[src/rtl/serial_bit_subtractor.sv]
// Bit-serial two's-complement subtractor (diff = a - b, LSB first, one borrow flop).
// Define SERIAL_SUB_OVF_EN to add the signed-overflow output ovf.
module serial_bit_subtractor #(
  parameter int WIDTH = 8
) (
  input  logic             clk,
  input  logic             rst_n,
  input  logic             start,
  input  logic [WIDTH-1:0] a,
  input  logic [WIDTH-1:0] b,
  output logic             busy,
  output logic             done,
  output logic [WIDTH-1:0] diff,
  output logic             borrow_out
`ifdef SERIAL_SUB_OVF_EN
  ,
  output logic             ovf
`endif
);

  localparam int CW = $clog2(WIDTH + 1);

  typedef enum logic [1:0] {
    IDLE  = 2'd0,
    SHIFT = 2'd1,
    DONE  = 2'd2
  } state_t;

  state_t           state_q, state_d;
  logic [WIDTH-1:0] sa_q, sa_d;
  logic [WIDTH-1:0] sb_q, sb_d;
  logic [WIDTH-1:0] sd_q, sd_d;
  logic             br_q, br_d;
  logic [CW-1:0]    cnt_q, cnt_d;
  logic [WIDTH-1:0] diff_q, diff_d;
  logic             borrow_q, borrow_d;
  logic             x, y, bit_d, br_nxt;
`ifdef SERIAL_SUB_OVF_EN
  logic             ovf_q, ovf_d;
  logic             ovf_s_q, ovf_s_d;
`endif

  assign x      = sa_q[0];
  assign y      = sb_q[0];
  assign bit_d  = x ^ y ^ br_q;
  assign br_nxt = (~x & y) | (~(x ^ y) & br_q);

  always_comb begin
    state_d  = state_q;
    sa_d     = sa_q;
    sb_d     = sb_q;
    sd_d     = sd_q;
    br_d     = br_q;
    cnt_d    = cnt_q;
    diff_d   = diff_q;
    borrow_d = borrow_q;
`ifdef SERIAL_SUB_OVF_EN
    ovf_d    = ovf_q;
    ovf_s_d  = ovf_s_q;
`endif
    case (state_q)
      IDLE: begin
        if (start) begin
          sa_d    = a;
          sb_d    = b;
          sd_d    = '0;
          br_d    = 1'b0;
          cnt_d   = '0;
          state_d = SHIFT;
`ifdef SERIAL_SUB_OVF_EN
          ovf_d   = 1'b0;
          ovf_s_d = 1'b0;
`endif
        end
      end
      SHIFT: begin
        // One extra SHIFT cycle after the last bit publishes the result.
        if (cnt_q == CW'(WIDTH)) begin
          diff_d   = sd_q;
          borrow_d = br_q;
`ifdef SERIAL_SUB_OVF_EN
          ovf_d    = ovf_s_q;
`endif
          state_d  = DONE;
        end else begin
          sa_d            = sa_q >> 1;
          sb_d            = sb_q >> 1;
          sd_d            = sd_q >> 1;
          sd_d[WIDTH-1]   = bit_d;
          br_d            = br_nxt;
          cnt_d           = cnt_q + CW'(1);
`ifdef SERIAL_SUB_OVF_EN
          if (cnt_q == CW'(WIDTH - 1)) ovf_s_d = br_q ^ br_nxt;
`endif
        end
      end
      DONE: begin
        state_d = IDLE;
      end
      default: begin
        state_d = IDLE;
      end
    endcase
  end

  always_ff @(posedge clk) begin
    if (!rst_n) begin
      state_q  <= IDLE;
      sa_q     <= '0;
      sb_q     <= '0;
      sd_q     <= '0;
      br_q     <= 1'b0;
      cnt_q    <= '0;
      diff_q   <= '0;
      borrow_q <= 1'b0;
`ifdef SERIAL_SUB_OVF_EN
      ovf_q    <= 1'b0;
      ovf_s_q  <= 1'b0;
`endif
    end else begin
      state_q  <= state_d;
      sa_q     <= sa_d;
      sb_q     <= sb_d;
      sd_q     <= sd_d;
      br_q     <= br_d;
      cnt_q    <= cnt_d;
      diff_q   <= diff_d;
      borrow_q <= borrow_d;
`ifdef SERIAL_SUB_OVF_EN
      ovf_q    <= ovf_d;
      ovf_s_q  <= ovf_s_d;
`endif
    end
  end

  assign busy       = (state_q != IDLE);
  assign done       = (state_q == DONE);
  assign diff       = diff_q;
  assign borrow_out = borrow_q;
`ifdef SERIAL_SUB_OVF_EN
  assign ovf        = ovf_q;
`endif

endmodule
[config.mk]
export PLATFORM = sky130hd
export DESIGN_NAME = serial_bit_subtractor
export DESIGN_NICKNAME = d
export VERILOG_FILES = /design/src/rtl/serial_bit_subtractor.sv
export SDC_FILE = /design/constraint.sdc
export NUM_CORES = 1
export LEC_CHECK = 0
export ABC_CLOCK_PERIOD_IN_PS = 2200
export CELL_PAD_IN_SITES_DETAIL_PLACEMENT = 0
export CELL_PAD_IN_SITES_GLOBAL_PLACEMENT = 1
export CORE_MARGIN = 1
export CORE_UTILIZATION = 38
export DETAILED_ROUTE_END_ITERATION = 16
export PLACE_DENSITY_LB_ADDON = 0.25
export SYNTH_ARGS = -nofsm -noshare
export SYNTH_HDL_FRONTEND = slang
export SYNTH_SLANG_ARGS = --single-unit
[constraint.sdc]
create_clock -name clk -period 2.2 [get_ports clk]
set_input_delay 0.33 -clock clk [delete_from_list [all_inputs] [get_ports clk]]
set_output_delay 0.33 -clock clk [all_outputs]
set_load 0.1 [all_outputs]
==> metrics.txt, run 1 <==
top cells by area, synth sky130_fd_sc_hd__dfxtp_1 (46%), sky130_fd_sc_hd__a21oi_1 (10%), sky130_fd_sc_hd__a311oi_1 (7.1%); total routing resource utilization after global routing 18.2%; Hold Path Class reg2reg; CP Data Arrival Time 2.04 ns; fill cell count 471; Setup-failing EPs final 0; placed wire-length estimate after detailed placement 2530 µm; Min Hold Slack 0.472 ns; maximum VDD drop 312 µV; reported max-cap violation count 0; wirelength, routed 4200 µm; clock slew seen by the registers of the worst setup and hold paths 0.08 ns; CTS tree yes; global-route wire length before repair 7120 µm; wire length per cell 14.6 µm; antenna violations before repair 0; die boundary height 69.7 µm; area added between synthesis and finish 22.6%; Hold Vio Cnt, Final 0; # nets final 257; number of CTS-inserted buffers 5; share of the yosys chip area belonging to registers 46.0%; vias per inst 5.66; vias in the first global route 1500; post-layout instance area 2130 µm²; final setup TNS 0 ns; number of iterations in the first detailed-routing pass 4; pin slew with the least headroom to its limit 0.616 ns; average instance area after synthesis 8.17 µm²; final max-slew violation count 0; synth unique cells 27; standard-cell row count 24; Initial Util 39.7%; area of placed instances 2030 µm²; Final ANT Viol Nets 0; Routability Congestion 0.751; buffer cell driving the clock tree root sky130_fd_sc_hd__clkbuf_8; area fraction of the dominant cell type after synthesis 46.0%; post-layout instance count excluding filler cells 287; Die X-Extent 69.7 µm; CTS HTree Levels 2; EDFF count, synth 0; number of buffer cells added on primary ports 29; Remaining Overflow, GRT 0; total of warnings raised by yosys 0; Worst setup SP type flip-flop; post-synthesis sequential element count 40; DRC violation count after routing 0; clock latency on the worst-skew pair 0.29 ns; Die Footprint 4850 µm²; DRT iter0 DRCs 121; net count after synthesis 235; most frequently used flop master after synthesis sky130_fd_sc_hd__dfxtp_1; Final Total Pwr 1470 µW; CTS sink count 40; number of placed instances with taps included 280; largest net degree at the start of global routing 41; Max clock buf depth 2; cell count after synthesis 213; post-synthesis instance area 1740 µm²; proportion of layout cells with a drive suffix above 1 12.3%; diode insertion count for antenna repair 0; leak pwr 0.000759 µW; setup repair after global routing missed its margin false; Max Fclk 0.550 GHz; Min Clock Period, post-route 1.82 ns; Max transition margin 58.9%; class of the most critical setup path reg2reg; share of async-settable or async-resettable flops after synthesis 0%; largest fanout on the critical path 16; period utilization 82.6%; Core Region 4380 µm²; number of vias in the routed layout 1624; outcome completed; Critical Path RT 2.42 ns; I/O pin cnt 30; most numerous cell types in the synthesized netlist sky130_fd_sc_hd__dfxtp_1 (40), sky130_fd_sc_hd__a21oi_1 (36), sky130_fd_sc_hd__nand2_1 (29); Final Skew 0.00439 ns; most common cell in the synthesized netlist sky130_fd_sc_hd__dfxtp_1; element type at the critical path end flip-flop; Power Density 689 nW/µm²; post-synth top area cell sky130_fd_sc_hd__dfxtp_1
==> worst paths after layout <==
kind / end / slack, ns / cells after the start / startpoint
max: sd_q[7]$_SDFFE_PN0P_ / 0.38 / 6 / cnt_q[0]$_SDFFE_PN0P_
min: sb_q[1]$_SDFFE_PN0P_ / 0.47 / 2 / sb_q[2]$_SDFFE_PN0P_
max reg2reg: sd_q[7]$_SDFFE_PN0P_ / 0.38 / 6 / cnt_q[0]$_SDFFE_PN0P_
min reg2reg: sb_q[1]$_SDFFE_PN0P_ / 0.47 / 2 / sb_q[2]$_SDFFE_PN0P_
==> cells by family after synthesis <==
logic type      synth area share [%]
simple gates                    19.4
fa+ha+maj                       2.59
flops                           46.0
compound gates                  25.8
buf+inv                         6.19
==> layout make-up <==
class | count | area, µm² | share of cell area [%]
repair buffers | 36 | 315 | 14.8
clock buffers | 7 | 96.3 | 4.52
multi-input cells | 147 | 836 | 39.2
well taps | 52 | 65.1 | 3.05
inverters | 5 | 18.8 | 0.880
flip-flops and latches | 40 | 801 | 37.6
==> critical path, cell delays in order (launching register included) <==
cell	delay [ns]
sky130_fd_sc_hd__dfxtp_1	0.37
sky130_fd_sc_hd__inv_1	0.07
sky130_fd_sc_hd__ha_1	0.23
sky130_fd_sc_hd__and4b_1	0.24
sky130_fd_sc_hd__buf_4	0.19
sky130_fd_sc_hd__or4_1	0.50
sky130_fd_sc_hd__a21oi_1	0.14
==> per-stage QoR <==
step	setup slack, ns	util, %
2_1_floorplan	0.151	-
3_3_place_gp	0.118	46.4
3_5_place_dp	0.0871	46.4
4_1_cts	0.156	48.6
5_1_grt	0.281	48.6
6_report	0.383	48.6
==> flip-flops by register name (all words and copies together), names as in the netlist <==
signal and flops:
borrow_out 1, br_q 1, cnt_q 4, diff 8, sa_q 8, sb_q 8, sd_q 8, state_q 2
==> timing repair <==
| action | in CTS | in global routing |
|---|---|---|
| hold buffers | 0 | 0 |
| resized for setup | 0 | 1 |
| endpoints found under the setup margin | 0 | 2 |
| setup buffers | 0 | 0 |
==> report_power, final <==
| group | leakage [µW] | switching [µW] | internal [µW] |
|---|---|---|---|
| Combinational | 0.000382 | 98.1 | 71.2 |
| Sequential | 0.000327 | 18.4 | 753 |
| Clock | 0.0000503 | 249 | 279 |
==> per-layer routing <==
| metal | wire length, µm | part of all wire [%] | GRT usage, % | vias up |
|---|---|---|---|---|
| li1 | - | - | - | 817 |
| met1 | 2090 | 50 | 25.9 | 767 |
| met2 | 1910 | 46 | 26.3 | 35 |
| met3 | 160 | 3.8 | 4.94 | 5 |
| met4 | 40 | 0.95 | 6.67 | 0 |
| met5 | 0 | 0 | 0 | - |
==> placed cells by master, fill, tap and decap left out, types with 2 or more instances in the layout <==
| cell type | count |
|---|---|
| sky130_fd_sc_hd__nand2_1 | 29 |
| sky130_fd_sc_hd__a311oi_1 | 14 |
| sky130_fd_sc_hd__nand4b_1 | 2 |
| sky130_fd_sc_hd__a21oi_1 | 36 |
| sky130_fd_sc_hd__nand3_1 | 14 |
| sky130_fd_sc_hd__clkdlybuf4s50_1 | 18 |
| sky130_fd_sc_hd__buf_4 | 18 |
| sky130_fd_sc_hd__inv_1 | 5 |
| sky130_fd_sc_hd__a31oi_1 | 2 |
| sky130_fd_sc_hd__ha_1 | 2 |
| sky130_fd_sc_hd__nand3b_1 | 2 |
| sky130_fd_sc_hd__clkbuf_8 | 7 |
| sky130_fd_sc_hd__nand4_1 | 9 |
| sky130_fd_sc_hd__nor3_1 | 2 |
| sky130_fd_sc_hd__dfxtp_1 | 40 |
| sky130_fd_sc_hd__o21ai_0 | 23 |
(Power assumes the default switching activity.)
==> run 2: changes to the inputs <==
--- a/config.mk
+++ b/config.mk
@@ -5,11 +5,11 @@
 export SDC_FILE = /design/constraint.sdc
 export NUM_CORES = 1
 export LEC_CHECK = 0
-export ABC_CLOCK_PERIOD_IN_PS = 2200
+export ABC_CLOCK_PERIOD_IN_PS = 1600
 export CELL_PAD_IN_SITES_DETAIL_PLACEMENT = 0
 export CELL_PAD_IN_SITES_GLOBAL_PLACEMENT = 1
 export CORE_MARGIN = 1
-export CORE_UTILIZATION = 38
+export CORE_UTILIZATION = 34
 export DETAILED_ROUTE_END_ITERATION = 16
 export PLACE_DENSITY_LB_ADDON = 0.25
 export SYNTH_ARGS = -nofsm -noshare
==> constraint.sdc (replaced) <==
create_clock -name clk -period 1.6 [get_ports clk]
set_input_delay 0.24 -clock clk [delete_from_list [all_inputs] [get_ports clk]]
set_output_delay 0.24 -clock clk [all_outputs]
set_load 0.1 [all_outputs]
==> metrics.txt, run 2 (same netlist as run 1, synthesis figures left out) <==
outcome finished, violations left (was completed); failing checks setup timing; maximum VDD drop 590 µV (was 312 µV); Core Region 4820 µm² (was 4380 µm²); # nets final 275 (was 257); class of the most critical setup path reg2reg (unchanged); Max clock buf depth 2 (unchanged); Remaining Overflow, GRT 0 (unchanged); Final Skew 0.00811 ns (was 0.00439 ns); DRT iter0 DRCs 92 (was 121); GRT Max-Usage Layer met2 (unchanged); area added between synthesis and finish 44.5% (was 22.6%); CP Data Arrival Time 1.86 ns (was 2.04 ns); Max transition margin 77.2% (was 58.9%); met3 Use GR 4.12% (was 4.94%); global-route met2 utilization 29.8% (was 26.3%); final max-slew violation count 0 (unchanged); cell family contributing the most delay on the critical path simple AND/OR/NAND/NOR gates (unchanged); total area of multi-input combinational cells 865 µm² (was 836 µm²); number of buffer cells added on primary ports 29 (unchanged); fill cell count 479 (was 471); placed wire-length estimate after detailed placement 2910 µm (was 2530 µm); Setup-failing EPs final 1 (was 0); number of CTS-inserted buffers 5 (unchanged); Hold Path Class reg2reg (unchanged); CTS HTree Levels 2 (unchanged); post-layout utilization of the core 52.2% (was 48.6%); Die X-Extent 73.5 µm (was 69.7 µm); GRT met1 Usage 25.5% (was 25.9%); DRC violation count after routing 0 (unchanged); Hold Vio Cnt, Final 0 (unchanged); vias in the first global route 1676 (was 1500); proportion of layout cells with a drive suffix above 1 22.4% (was 12.3%); most frequent cells in the layout sky130_fd_sc_hd__dfxtp_1 (38), sky130_fd_sc_hd__a21oi_1 (35), sky130_fd_sc_hd__nand2_1 (29) (was sky130_fd_sc_hd__dfxtp_1 (40), sky130_fd_sc_hd__a21oi_1 (36), sky130_fd_sc_hd__nand2_1 (29)); element type at the critical path end flip-flop (unchanged); clock slew seen by the registers of the worst setup and hold paths 0.08 ns (about the same); period utilization 101% (was 82.6%); number of iterations in the first detailed-routing pass 4 (unchanged); diode insertion count for antenna repair 0 (unchanged); CTS tree yes (unchanged); wire length per cell 14.2 µm (was 14.6 µm); leak pwr 0.000908 µW (was 0.000759 µW); Die Footprint 5410 µm² (was 4850 µm²); critical path's slowest cell sky130_fd_sc_hd__or4_4 (was sky130_fd_sc_hd__or4_1); Worst setup SP type flip-flop (unchanged); pin slew with the least headroom to its limit 0.342 ns (was 0.616 ns); most common cell after layout, fill and taps aside sky130_fd_sc_hd__dfxtp_1 (unchanged); Critical Path RT 1.84 ns (was 2.42 ns); slowest cell delay on critical path 0.53 ns (was 0.50 ns); I/O pin cnt 30 (unchanged); worst slack after detailed placement -0.319 ns (was 0.0871 ns); PnR worst setup slack -0.0176 ns (was 0.383 ns); Power Density 898 nW/µm² (was 689 nW/µm²); largest fanout on the critical path 2 (was 16); CTS sink count 40 (unchanged); vias per inst 5.33 (was 5.66); buffer cell driving the clock tree root sky130_fd_sc_hd__clkbuf_8 (unchanged); total routing resource utilization after global routing 18.9% (was 18.2%); worst path cell trace inv_2 -> ha_4 -> and4b_2 -> buf_6 -> or4_4 -> a21oi_2 (was inv_1 -> ha_1 -> and4b_1 -> buf_4 -> or4_1 -> a21oi_1); flip-flop and latch area 803 µm² (was 801 µm²); die boundary height 73.5 µm (was 69.7 µm); wirelength, routed 4570 µm (was 4200 µm); clock latency on the worst-skew pair 0.30 ns (was 0.29 ns); number of vias in the routed layout 1712 (was 1624); buffers plus inverters on the worst setup path 2 (unchanged); Routability Congestion 0.767 (was 0.751); Initial Util 36.1% (was 39.7%); standard-cell row count 25 (was 24); setup repair after global routing missed its margin true (was false); Max Fclk 0.618 GHz (was 0.550 GHz); Final ANT Viol Nets 0 (unchanged); reported max-cap violation count 0 (unchanged); largest net degree at the start of global routing 41 (unchanged); antenna violations before repair 0 (unchanged); global-route wire length before repair 7890 µm (was 7120 µm); # hold bufs at CTS 0 (unchanged); Min Clock Period, post-route 1.62 ns (was 1.82 ns)
-- run 2: cell types whose count changed in the layout (fill, tap and decap cells not counted), sizes merged --
| cell | previous run | this run |
|---|---|---|
| buf | 18 | 36 |
| bufinv | 0 | 1 |
-- run 2: worst reg2reg max path, stage by stage (launching register included) --
cell and delay (ns):
sky130_fd_sc_hd__dfxtp_2 0.34, sky130_fd_sc_hd__inv_2 0.05, sky130_fd_sc_hd__ha_4 0.15, sky130_fd_sc_hd__and4b_2 0.23
sky130_fd_sc_hd__buf_6 0.12, sky130_fd_sc_hd__or4_4 0.53, sky130_fd_sc_hd__a21oi_2 0.14
-- run 2: cell type report --
cell class | count | area share [%]
multi-input cells | 147 | 34.4
flip-flops and latches | 40 | 32.0
repair buffers | 54 | 24.5
clock buffers | 7 | 3.83
well taps | 67 | 3.33
clock inverters | 1 | 1.19
inverters | 5 | 0.747
-- run 2: power breakdown --
part / switching (µW) / internal (µW)
clock network: 364 / 551
registers: 23.9 / 1040
logic: 149 / 133
-- run 2: what timing repair did --
item | 4_1_cts | 5_1_grt
endpoints found under the setup margin | 15 | 15
buffers inserted | 1 | 2
pin swaps | 2 | 3
gates resized for setup | 4 | 7
hold endpoints to repair | 0 | 0
-- run 2: per-layer routing --
metal | wire (µm) | vias to the layer above
li1 | - | 852
met1 | 2280 | 834
met2 | 2110 | 21
met3 | 114 | 5
met4 | 62 | 0
met5 | 0 | -
-- run 2: final timing paths --
check                              from                    to  slack (ns)  depth (start not counted)
setup / recovery  cnt_q[1]$_SDFFE_PN0P_  sd_q[7]$_SDFFE_PN0P_       -0.02                          6
hold / removal     sd_q[0]$_SDFFE_PN0P_  diff[0]$_SDFFE_PN0P_        0.47                          2
setup reg to reg  cnt_q[1]$_SDFFE_PN0P_  sd_q[7]$_SDFFE_PN0P_       -0.02                          6
hold reg to reg    sd_q[0]$_SDFFE_PN0P_  diff[0]$_SDFFE_PN0P_        0.47                          2
-- run 2: metrics by stage --
step | setup TNS, ns | hold WS (ns) | area [µm²] | total power [µW] | std cells
5_1_grt | -0.0815 | 0.509 | 2510 | 2350 | 321
6_report | -0.0176 | 0.473 | 2510 | 2260 | 321
3_3_place_gp | -4.55 | 0.453 | 2330 | 1350 | 310
2_1_floorplan | 0 | 0.392 | 1740 | 1230 | 213
4_1_cts | -0.00898 | 0.468 | 2480 | 2270 | 319
3_5_place_dp | -4.01 | 0.464 | 2330 | 1360 | 310
